==> src/rtl/femtorv_bus_pkg.sv <==
// Shared types and constants for the two-master FemtoRV bus arbiter.
// Latency: none (definitions only). Backpressure: none.
package femtorv_bus_pkg;

    localparam int MASK_W         = 4;
    localparam int DEF_ADDR_WIDTH = 24;

    typedef enum logic [1:0] {
        ST_IDLE    = 2'd0,
        ST_RD_WAIT = 2'd1,
        ST_WR_WAIT = 2'd2
    } arb_state_t;

    function automatic logic is_req(input logic rstrb, input logic [MASK_W-1:0] wmask);
        return rstrb | (|wmask);
    endfunction

endpackage

==> src/rtl/femtorv_bus_arbiter_if.sv <==
// One native FemtoRV bus link: strobe/mask requests forward, data and busy back.
// Latency: wires only. Backpressure: rbusy/wbusy held by the responder until completion.
interface femtorv_bus_arbiter_if
    import femtorv_bus_pkg::*;
#(
    parameter int ADDR_WIDTH = DEF_ADDR_WIDTH
);
    logic [ADDR_WIDTH-1:0] addr;
    logic [31:0]           wdata;
    logic [MASK_W-1:0]     wmask;
    logic                  rstrb;
    logic [31:0]           rdata;
    logic                  rbusy;
    logic                  wbusy;

    modport master (output addr, wdata, wmask, rstrb, input rdata, rbusy, wbusy);
    modport slave  (input addr, wdata, wmask, rstrb, output rdata, rbusy, wbusy);
endinterface

==> src/rtl/femtorv_req_buffer.sv <==
// Single-entry holding slot for a request that lost arbitration.
// Latency: captured at end of request cycle. Backpressure: owner masks new requests while valid.
module femtorv_req_buffer
    import femtorv_bus_pkg::*;
#(
    parameter int ADDR_WIDTH = DEF_ADDR_WIDTH
) (
    input  logic                  clk,
    input  logic                  reset,
    input  logic                  cap,
    input  logic                  clr,
    input  logic [ADDR_WIDTH-1:0] in_addr,
    input  logic [31:0]           in_wdata,
    input  logic [MASK_W-1:0]     in_wmask,
    input  logic                  in_is_read,
    output logic                  vld,
    output logic [ADDR_WIDTH-1:0] addr,
    output logic [31:0]           wdata,
    output logic [MASK_W-1:0]     wmask,
    output logic                  is_read
);
    always_ff @(posedge clk or negedge reset) begin
        if (!reset) begin
            vld     <= 1'b0;
            addr    <= '0;
            wdata   <= '0;
            wmask   <= '0;
            is_read <= 1'b0;
        end else if (cap) begin
            vld     <= 1'b1;
            addr    <= in_addr;
            wdata   <= in_wdata;
            wmask   <= in_wmask;
            is_read <= in_is_read;
        end else if (clr) begin
            vld     <= 1'b0;
        end
    end
endmodule

==> src/rtl/femtorv_bus_arbiter.sv <==
// Round-robin share of one FemtoRV memory port between M0 (core) and M1 (loader/DMA).
// Latency: new request forwarded same cycle when idle; loser replays the cycle after completion.
// Backpressure: loser sees busy from the cycle after its request until its own completion.
module femtorv_bus_arbiter
    import femtorv_bus_pkg::*;
#(
    parameter int ADDR_WIDTH = DEF_ADDR_WIDTH,
    parameter bit RR_INIT    = 1'b0
) (
    input  logic                  clk,
    input  logic                  reset,
    femtorv_bus_arbiter_if.slave  m0,
    femtorv_bus_arbiter_if.slave  m1,
    femtorv_bus_arbiter_if.master s
);
    arb_state_t            state, state_nxt;
    logic                  owner, rr;
    logic [ADDR_WIDTH-1:0] hold_addr;
    logic [31:0]           hold_wdata;

    logic [ADDR_WIDTH-1:0] n_addr  [2];
    logic [31:0]           n_wdata [2];
    logic [MASK_W-1:0]     n_wmask [2];
    logic                  n_rd    [2];
    logic                  n_raw   [2];
    logic                  n_req   [2];
    logic                  own_act [2];

    logic [ADDR_WIDTH-1:0] b_addr  [2];
    logic [31:0]           b_wdata [2];
    logic [MASK_W-1:0]     b_wmask [2];
    logic                  b_rd    [2];
    logic                  b_vld   [2];
    logic                  cap     [2];
    logic                  clr     [2];

    logic                  complete, grant, win, g_rd;
    logic [ADDR_WIDTH-1:0] g_addr;
    logic [31:0]           g_wdata;
    logic [MASK_W-1:0]     g_wmask;

    assign n_addr[0]  = m0.addr;
    assign n_addr[1]  = m1.addr;
    assign n_wdata[0] = m0.wdata;
    assign n_wdata[1] = m1.wdata;
    assign n_wmask[0] = m0.wmask;
    assign n_wmask[1] = m1.wmask;
    // A nonzero mask makes it a write even if rstrb pulses alongside.
    assign n_rd[0]    = ~|m0.wmask;
    assign n_rd[1]    = ~|m1.wmask;
    assign n_raw[0]   = reset & is_req(m0.rstrb, m0.wmask);
    assign n_raw[1]   = reset & is_req(m1.rstrb, m1.wmask);

    assign complete   = ((state == ST_RD_WAIT) & ~s.rbusy) | ((state == ST_WR_WAIT) & ~s.wbusy);
    assign own_act[0] = (state != ST_IDLE) & (owner == 1'b0) & ~complete;
    assign own_act[1] = (state != ST_IDLE) & (owner == 1'b1) & ~complete;

    // Requests from a master that is already pending are protocol violations and dropped.
    assign n_req[0]   = n_raw[0] & ~b_vld[0] & ~own_act[0];
    assign n_req[1]   = n_raw[1] & ~b_vld[1] & ~own_act[1];

    always_comb begin
        state_nxt = state;
        grant     = 1'b0;
        win       = 1'b0;
        g_rd      = 1'b0;
        g_addr    = '0;
        g_wdata   = '0;
        g_wmask   = '0;
        case (state)
            ST_IDLE: begin
                if (b_vld[0] | n_req[0] | b_vld[1] | n_req[1]) begin
                    grant = 1'b1;
                    if ((b_vld[0] | n_req[0]) & (b_vld[1] | n_req[1])) win = ~rr;
                    else                                               win = b_vld[1] | n_req[1];
                end
            end
            ST_RD_WAIT: if (!s.rbusy) state_nxt = ST_IDLE;
            ST_WR_WAIT: if (!s.wbusy) state_nxt = ST_IDLE;
            default:    state_nxt = ST_IDLE;
        endcase
        if (grant) begin
            if (b_vld[win]) begin
                g_rd    = b_rd[win];
                g_addr  = b_addr[win];
                g_wdata = b_wdata[win];
                g_wmask = b_wmask[win];
            end else begin
                g_rd    = n_rd[win];
                g_addr  = n_addr[win];
                g_wdata = n_wdata[win];
                g_wmask = n_wmask[win];
            end
            state_nxt = g_rd ? ST_RD_WAIT : ST_WR_WAIT;
        end
    end

    assign cap[0] = n_req[0] & ~(grant & ~win);
    assign cap[1] = n_req[1] & ~(grant & win);
    assign clr[0] = grant & ~win & b_vld[0];
    assign clr[1] = grant & win & b_vld[1];

    femtorv_req_buffer #(.ADDR_WIDTH(ADDR_WIDTH)) u_buf0 (
        .clk(clk), .reset(reset), .cap(cap[0]), .clr(clr[0]),
        .in_addr(n_addr[0]), .in_wdata(n_wdata[0]), .in_wmask(n_wmask[0]), .in_is_read(n_rd[0]),
        .vld(b_vld[0]), .addr(b_addr[0]), .wdata(b_wdata[0]), .wmask(b_wmask[0]), .is_read(b_rd[0])
    );

    femtorv_req_buffer #(.ADDR_WIDTH(ADDR_WIDTH)) u_buf1 (
        .clk(clk), .reset(reset), .cap(cap[1]), .clr(clr[1]),
        .in_addr(n_addr[1]), .in_wdata(n_wdata[1]), .in_wmask(n_wmask[1]), .in_is_read(n_rd[1]),
        .vld(b_vld[1]), .addr(b_addr[1]), .wdata(b_wdata[1]), .wmask(b_wmask[1]), .is_read(b_rd[1])
    );

    always_ff @(posedge clk or negedge reset) begin
        if (!reset) begin
            state      <= ST_IDLE;
            owner      <= 1'b0;
            rr         <= RR_INIT;
            hold_addr  <= '0;
            hold_wdata <= '0;
        end else begin
            state <= state_nxt;
            if (grant) begin
                owner      <= win;
                rr         <= win;
                hold_addr  <= g_addr;
                hold_wdata <= g_wdata;
            end
        end
    end

    assign s.rstrb  = grant & g_rd;
    assign s.wmask  = (grant & ~g_rd) ? g_wmask : '0;
    assign s.addr   = grant ? g_addr : hold_addr;
    assign s.wdata  = grant ? g_wdata : hold_wdata;

    // Buffered masters stay busy through their replay cycle; owners follow the slave.
    assign m0.rbusy = (b_vld[0] & b_rd[0])  | ((state == ST_RD_WAIT) & (owner == 1'b0) & s.rbusy);
    assign m0.wbusy = (b_vld[0] & ~b_rd[0]) | ((state == ST_WR_WAIT) & (owner == 1'b0) & s.wbusy);
    assign m1.rbusy = (b_vld[1] & b_rd[1])  | ((state == ST_RD_WAIT) & (owner == 1'b1) & s.rbusy);
    assign m1.wbusy = (b_vld[1] & ~b_rd[1]) | ((state == ST_WR_WAIT) & (owner == 1'b1) & s.wbusy);
    assign m0.rdata = s.rdata;
    assign m1.rdata = s.rdata;

endmodule

==> src/flat_wrapper.sv <==
// flat-port wrapper written by rule: the top's interface ports become plain ports
module femtorv_bus_arbiter_flat import femtorv_bus_pkg::*;
#(
    parameter int ADDR_WIDTH = DEF_ADDR_WIDTH,
    parameter bit RR_INIT    = 1'b0
)
  (clk, reset, m0_addr, m0_wdata, m0_wmask, m0_rstrb, m0_rdata, m0_rbusy, m0_wbusy, m1_addr, m1_wdata, m1_wmask, m1_rstrb, m1_rdata, m1_rbusy, m1_wbusy, s_addr, s_wdata, s_wmask, s_rstrb, s_rdata, s_rbusy, s_wbusy);
  femtorv_bus_arbiter_if #(.ADDR_WIDTH(ADDR_WIDTH)) m0_i ();
  femtorv_bus_arbiter_if #(.ADDR_WIDTH(ADDR_WIDTH)) m1_i ();
  femtorv_bus_arbiter_if #(.ADDR_WIDTH(ADDR_WIDTH)) s_i ();
  input  logic clk;
  input  logic reset;
  input wire logic [$bits(m0_i.addr)-1:0] m0_addr;
  input wire logic [$bits(m0_i.wdata)-1:0] m0_wdata;
  input wire logic [$bits(m0_i.wmask)-1:0] m0_wmask;
  input wire logic [$bits(m0_i.rstrb)-1:0] m0_rstrb;
  output wire logic [$bits(m0_i.rdata)-1:0] m0_rdata;
  output wire logic [$bits(m0_i.rbusy)-1:0] m0_rbusy;
  output wire logic [$bits(m0_i.wbusy)-1:0] m0_wbusy;
  input wire logic [$bits(m1_i.addr)-1:0] m1_addr;
  input wire logic [$bits(m1_i.wdata)-1:0] m1_wdata;
  input wire logic [$bits(m1_i.wmask)-1:0] m1_wmask;
  input wire logic [$bits(m1_i.rstrb)-1:0] m1_rstrb;
  output wire logic [$bits(m1_i.rdata)-1:0] m1_rdata;
  output wire logic [$bits(m1_i.rbusy)-1:0] m1_rbusy;
  output wire logic [$bits(m1_i.wbusy)-1:0] m1_wbusy;
  output wire logic [$bits(s_i.addr)-1:0] s_addr;
  output wire logic [$bits(s_i.wdata)-1:0] s_wdata;
  output wire logic [$bits(s_i.wmask)-1:0] s_wmask;
  output wire logic [$bits(s_i.rstrb)-1:0] s_rstrb;
  input wire logic [$bits(s_i.rdata)-1:0] s_rdata;
  input wire logic [$bits(s_i.rbusy)-1:0] s_rbusy;
  input wire logic [$bits(s_i.wbusy)-1:0] s_wbusy;
  assign m0_i.addr = m0_addr;
  assign m0_i.wdata = m0_wdata;
  assign m0_i.wmask = m0_wmask;
  assign m0_i.rstrb = m0_rstrb;
  assign m0_rdata = m0_i.rdata;
  assign m0_rbusy = m0_i.rbusy;
  assign m0_wbusy = m0_i.wbusy;
  assign m1_i.addr = m1_addr;
  assign m1_i.wdata = m1_wdata;
  assign m1_i.wmask = m1_wmask;
  assign m1_i.rstrb = m1_rstrb;
  assign m1_rdata = m1_i.rdata;
  assign m1_rbusy = m1_i.rbusy;
  assign m1_wbusy = m1_i.wbusy;
  assign s_addr = s_i.addr;
  assign s_wdata = s_i.wdata;
  assign s_wmask = s_i.wmask;
  assign s_rstrb = s_i.rstrb;
  assign s_i.rdata = s_rdata;
  assign s_i.rbusy = s_rbusy;
  assign s_i.wbusy = s_wbusy;
  femtorv_bus_arbiter #(.ADDR_WIDTH(ADDR_WIDTH), .RR_INIT(RR_INIT)) u_core (.clk(clk), .reset(reset), .m0(m0_i), .m1(m1_i), .s(s_i));
endmodule
==> config.mk <==
export PLATFORM = sky130hd
export DESIGN_NAME = femtorv_bus_arbiter_flat
export DESIGN_NICKNAME = d
export VERILOG_FILES = /design/src/rtl/femtorv_bus_pkg.sv /design/src/rtl/femtorv_bus_arbiter_if.sv /design/src/rtl/femtorv_req_buffer.sv /design/src/rtl/femtorv_bus_arbiter.sv /design/src/flat_wrapper.sv
export SDC_FILE = /design/constraint.sdc
export NUM_CORES = 1
export LEC_CHECK = 0
export BUFFER_PORTS_ARGS = -buffer_cell sky130_fd_sc_hd__buf_2
export CORE_ASPECT_RATIO = 1.5
export CORE_UTILIZATION = 25
export CTS_CLUSTER_SIZE = 14
export DETAILED_ROUTE_END_ITERATION = 10
export PLACE_DENSITY = 0.54
export SETUP_SLACK_MARGIN = 0.4
export SYNTH_ARGS = -nofsm -noshare
export SYNTH_HDL_FRONTEND = slang
export SYNTH_SLANG_ARGS = --single-unit
==> constraint.sdc <==
create_clock -name clk -period 4.1 [get_ports clk]
set_input_delay 0.41 -clock clk [delete_from_list [all_inputs] [get_ports clk]]
set_output_delay 0.41 -clock clk [all_outputs]
set_load 0.05 [all_outputs]
Word-level counts from Yosys, hierarchy flattened
Index checks and enable logic that the tools add are counted.
Widths: inputs -> output; s select.
- bits in registers: 183
- word-level logic and storage cells: 139
- $lt $le $gt $ge: 1
- equal/unequal tests: 5
- multiplexer cells: 51
- bitwise gates (word level): 59
- reduce and logical (&&, ||, !) cells: 9
- operators by type and width (cell ; number):
    $mux 32 ; 8
    $mux 24 ; 8
    $mux 4 ; 9
    $and 1x1->1 ; 33
    $mux 1 ; 21
    $not 1->1 ; 14
    $or 1x1->1 ; 11
    $mux 2 ; 4
    $reduce_or 4->1 ; 2
    $ne 3x2->1 const B ; 2
    $pmux 2 s3 ; 1
    $reduce_bool 2->1 ; 3
    $reduce_and 3->1 ; 1
    $eq 2x1->1 const B ; 1
    $eq 2x2->1 const B ; 1
    $ge 2x2->1 const B ; 1
    $logic_not 1->1 ; 2
    $logic_not 2->1 ; 1
    $ne 2x1->1 const B ; 1
    $not 1->2 ; 1

Longest topological paths before layout
- depth after elaboration: 22
- depth in mapped cells: 9
- mapped depth without buffers: 6

Modules after synthesis
Synthesis repeated with hierarchy kept, for this count alone.
- cells, all modules: 722
- area total of the unflattened synthesis: 9935.8 um^2
- modules (own cells, without submodules) (module ; times used ; cells an instance ; area each (um^2)):
    femtorv_req_buffer ; 2 ; 132 ; 2602.5
    femtorv_bus_arbiter ; 1 ; 458 ; 4730.8

Least setup slack after synthesis
Ideal clock, no wire load.
- path type: input to output
- start: in m0_wmask[2]
- end: out s_addr[10]
- arrival: 3070 ps
- data required time: 3690 ps
- path slack: 620 ps
- stages on the path: 9
- path buffers: 3
- cell sequence: or4_1 o21ai_2 a31o_2 buf_6 and2_4 buf_8 buf_6 a211oi_1 o31ai_1
- longest elaborated chain between the ends: 16
- elaborated cells on any way between the ends: 26
- RTL lines (element ; RTL line ; text):
    from (decl) ; flat_wrapper.sv:15 ; input wire logic [$bits(m0_i.wmask)-1:0] m0_wmask;
    $reduce_or 4->1 * ; femtorv_bus_pkg.sv:15 ; return rstrb | (|wmask);
    $or 1x1->1 * ; femtorv_bus_pkg.sv:15 ;
    $and 1x1->1 * ; femtorv_bus_arbiter.sv:51 ; assign n_raw[0] = reset & is_req(m0.rstrb, m0.wmask);
    $and 1x1->1 * (2 in a row) ; femtorv_bus_arbiter.sv:59 ; assign n_req[0] = n_raw[0] & ~b_vld[0] & ~own_act[0];
    $or 1x1->1 * ; femtorv_bus_arbiter.sv:72, femtorv_bus_arbiter.sv:74 ;
    $and 1x1->1 / $or 1x1->1 (equally long branches) ; femtorv_bus_arbiter.sv:74, femtorv_bus_arbiter.sv:72 ;
    $mux 1 / $or 1x1->1 (equally long branches) ; femtorv_bus_arbiter.sv:74, femtorv_bus_arbiter.sv:72 ;
    $mux 1 ; femtorv_bus_arbiter.sv:72 ; if (b_vld[0] | n_req[0] | b_vld[1] | n_req[1]) begin
    $mux 1 ; femtorv_bus_arbiter.sv:70 ; case (state)
    $not 1->2 (implied by the code) ; femtorv_bus_arbiter.sv:83, femtorv_bus_arbiter.sv:85, femtorv_bus_arbiter.sv:90 ;
    $mux 24 (implied by the code) (tied with other cells) (3 in a row) ; femtorv_bus_arbiter.sv:90 ; g_addr = n_addr[win];
    $mux 24 ; femtorv_bus_arbiter.sv:83 ; if (b_vld[win]) begin
    $mux 24 * ; femtorv_bus_arbiter.sv:135 ; assign s.addr = grant ? g_addr : hold_addr;
    to (decl) ; flat_wrapper.sv:27 ; output wire logic [$bits(s_i.addr)-1:0] s_addr;
Mark *: on every way between the ends. The rest lies on a longest branch, timed or not. The select of a mux whose other input is x is not followed.

Worst setup path in the final report
- start: reg u_core.state[0]
- end: out s_addr[13]
- longest elaborated chain between the ends: 18
- elaborated cells on any way between the ends: 38
- RTL lines (element ; RTL line ; text):
    from (decl) ; femtorv_bus_arbiter.sv:16 ; arb_state_t state, state_nxt;
    from (signal assigned) ; femtorv_bus_arbiter.sv:123 ; state <= state_nxt;
    $eq 2x1->1 / $eq 2x2->1 (equally long branches) ; femtorv_bus_arbiter.sv:54 ; assign complete = ((state == ST_RD_WAIT) & ~s.rbusy) | ((state == ST_WR_WAIT) & ~s.wbusy);
    $and 1x1->1 ; femtorv_bus_arbiter.sv:54 ;
    $or 1x1->1 ; femtorv_bus_arbiter.sv:54 ;
    $not 1->1 ; femtorv_bus_arbiter.sv:55, femtorv_bus_arbiter.sv:56 ;
    $and 1x1->1 (on tied branches) ; femtorv_bus_arbiter.sv:55, femtorv_bus_arbiter.sv:56 ;
    $not 1->1 (on tied branches) ; femtorv_bus_arbiter.sv:59, femtorv_bus_arbiter.sv:60 ;
    $and 1x1->1 (on tied branches) ; femtorv_bus_arbiter.sv:59, femtorv_bus_arbiter.sv:60 ;
    $or 1x1->1 (on tied branches) ; femtorv_bus_arbiter.sv:72, femtorv_bus_arbiter.sv:74, femtorv_bus_arbiter.sv:75 ;
    $and 1x1->1 / $or 1x1->1 (equally long branches) ; femtorv_bus_arbiter.sv:74, femtorv_bus_arbiter.sv:72 ;
    $mux 1 / $or 1x1->1 (equally long branches) ; femtorv_bus_arbiter.sv:74, femtorv_bus_arbiter.sv:72 ;
    $mux 1 ; femtorv_bus_arbiter.sv:72 ;
    $mux 1 ; femtorv_bus_arbiter.sv:70 ;
    $not 1->2 (implied by the code) ; femtorv_bus_arbiter.sv:83, femtorv_bus_arbiter.sv:85, femtorv_bus_arbiter.sv:90 ;
    $mux 24 (implied by the code) (tied with other cells) (3 in a row) ; femtorv_bus_arbiter.sv:90 ;
    $mux 24 ; femtorv_bus_arbiter.sv:83 ;
    $mux 24 * ; femtorv_bus_arbiter.sv:135 ;
Marked as above.

==> results.tsv <==
metric	value	unit
reg2reg_slack	1460	ps
stdcell_count	1449	
root_buffer	clkbuf_16	
r2r_cells	7	
path_buf_inv	2	
hpwl	18200	um
ys_warn_count	0	
crit_path_cell_trace	o21a_1, o21ai_1, a31o_2, and2_4, buf_12, a211oi_1, o31ai_1, buf_2	
relSlewSlack	36.5	%
setup_violations	0	
yosysTopAreaCellShare	48.1	%
synthTopCellsByArea	dfrtp_1 (48%), mux2_2 (14%), a211oi_1 (8.8%), nor2b_1 (7.5%), buf_4 (5.3%)	
numPortBuffers	190	
period_needed	3490	ps
startpoint_type	flop	
clk_pin_slew	80	ps
die_y	241	um
cp_top_family	compound AO/OA/AOI/OAI gates	
synth_cell_types	39	
area_growth	17.2	%
end_kind	output pin	
cts_buffer_depth	2	
dp.cells	1412	
clock-skew-final	12.3	ps
antenna_found_initial	5	
fin_nets	1101	
groute.usage.overall	14.1	%
use_met3	3.06	%
synth_seq_area_share	48.1	%
cts_max_level	4	
overflow	0	
vias	6772	
finalHoldViolCount	0	
cts_sinks	183	
path_max_fanout	37	
drive_gt1_share	40.7	%
die_w	161	um
fp-row-count	87	
ys_seq_elements	183	
use_met2	24.3	%
crit_type	reg2out	
coreArea	0.0376	mm^2
grt_max_degree	71	
cpMaxStageDelayCell	dfrtp_1	
io_pins	287	
grt_setup_unrepaired	no	
r2r-end	u_core.u_buf0.wdata[1]$_DFFE_PN0P_	
insertion_delay	450	ps
status	finished clean	
drt_iter0_markers	323	
fin_tns_setup	0	ps
first_pass_iters	4	
layout_commonest_cell	buf_2	
fin_area	0.0111	mm^2
synth_area	0.00951	mm^2
cts_tree	done	
cap_violations	0	
syn_nets	1006	
critical_path_required	3690	ps
routed_via_density	4.67	
numCtsBuffers	17	
multiInputGateArea	0.00412	mm^2
arrival	3080	ps
routed_wl	26800	um
seq_area	0.00459	mm^2
synth_edf_count	0	
worst_pin_slew	952	ps
place_area	0.0105	mm^2
floorplan.initialDensity	25.3	%
drv_slew	0	
avgRoutedWirePerCell	18.5	um
crit_start	u_core.state[0]$_DFFE_PN0P_	
max_freq	0.287	GHz
n_fill_cell	3935	
use_met1	15.3	%
drc_errors	0	
die-area	0.0388	mm^2
r2r-start	u_core.state[0]$_DFFE_PN0P_	
busiest_layer	met2	
worst_path_largest_cell_delay	420	ps
hp-class	in2async	
synth_ff_type	dfrtp_1	
syn_inst	848	
async_flop_share	100	%
grt_pass1_vias	6934	
synth_top_area_cell	dfrtp_1	
period_share	85.1	%
ant_nets	0	
syn_avg_cell_area	11.2	um^2
grt_first_pass_wirelength	40800	um
final_cell_mix	buf_2 (186), dfrtp_1 (181), mux2_2 (121), nor2b_1 (114), a211oi_1 (112)	
place.gp.congestion	0.713	
synth_stat cells (2+ instances only):
master and number:
a221oi_2 4, buf_8 2, buf_4 67, o21ai_0 7
nand2_1 67, o31ai_2 9, buf_1 2, mux2_2 121
mux2i_1 3, nor2_1 4, dfrtp_1 183, a211oi_1 112
nor2b_1 114, o211ai_1 2, a21oi_2 4, nand2b_1 6
a21oi_1 5, nor4_1 2, nand3_1 2, a31oi_1 5
or4_1 2, inv_1 3, buf_6 6, buf_2 34
o31ai_1 48, a31o_2 2, clkbuf_1 20
timing repair:
| item | in CTS | in global routing |
|---|---|---|
| hold endpoints to repair | 44 | 0 |
| gates cloned | 0 | 0 |
| setup endpoints to repair | 1 | 44 |
| resized for setup | 1 | 7 |
| hold buffers | 1 | 0 |
| buffers inserted | 0 | 0 |
sequential cells by signal (all words and copies together), names as in the netlist:
signal and count:
u_core.u_buf0.addr 24, u_core.u_buf1.is_read 1, u_core.u_buf0.vld 1, u_core.hold_wdata 32
u_core.u_buf0.wdata 32, u_core.hold_addr 24, u_core.u_buf1.wdata 32, u_core.u_buf1.vld 1
u_core.u_buf0.wmask 4, u_core.u_buf0.is_read 1, u_core.state 2, u_core.owner 1
u_core.u_buf1.wmask 4, u_core.u_buf1.addr 24
how the worst max path moves through the flow:
stage	end	slack, ps	cells after the start
after floorplan	s_addr[10]	620	9
after global placement	s_addr[11]	640	9
after detailed placement	s_addr[11]	570	9
after CTS	s_addr[13]	450	8
after global routing	s_addr[12]	400	8
final	s_addr[13]	610	8
metrics by stage:
step	hold WS [ps]	worst slack, ps	util [%]
after CTS	4.66	448	29.6
after global placement	401	639	27.8
after detailed placement	407	573	27.8
after global routing	21.2	404	29.7
final	26.7	610	29.7
after floorplan	114	620	-
cell families (layout without fill, tap and decap cells):
| group | after synthesis | count (layout) | share of synthesized area, % |
|---|---|---|---|
| buffers and inverters | 134 | 242 | 9.09 |
| other | 0 | 4 | 0 |
| flip-flops | 183 | 183 | 48.1 |
| AO/OA/AOI/OAI | 205 | 205 | 16.7 |
| AND/OR/NAND/NOR | 202 | 202 | 11.4 |
| multiplexers | 124 | 124 | 14.6 |
routing by layer:
layer	routed length, um	part of all wire (%)
met1	10700	40
met3	1230	4.6
met4	1380	5.2
met5	31	0.12
met2	13500	50
final cells by class:
class / instances / share of cell area [%]
multi-input combinational: 531 / 37.0
sequential: 183 / 41.1
clock buffer: 22 / 4.34
timing repair buffer: 207 / 10.6
tap: 489 / 5.49
clock inverter: 10 / 1.28
antenna: 4 / 0.0898
inverter: 3 / 0.101
Power is not shown: default switching activity piles up to over one toggle a cycle in this logic, so the estimate is an artifact.
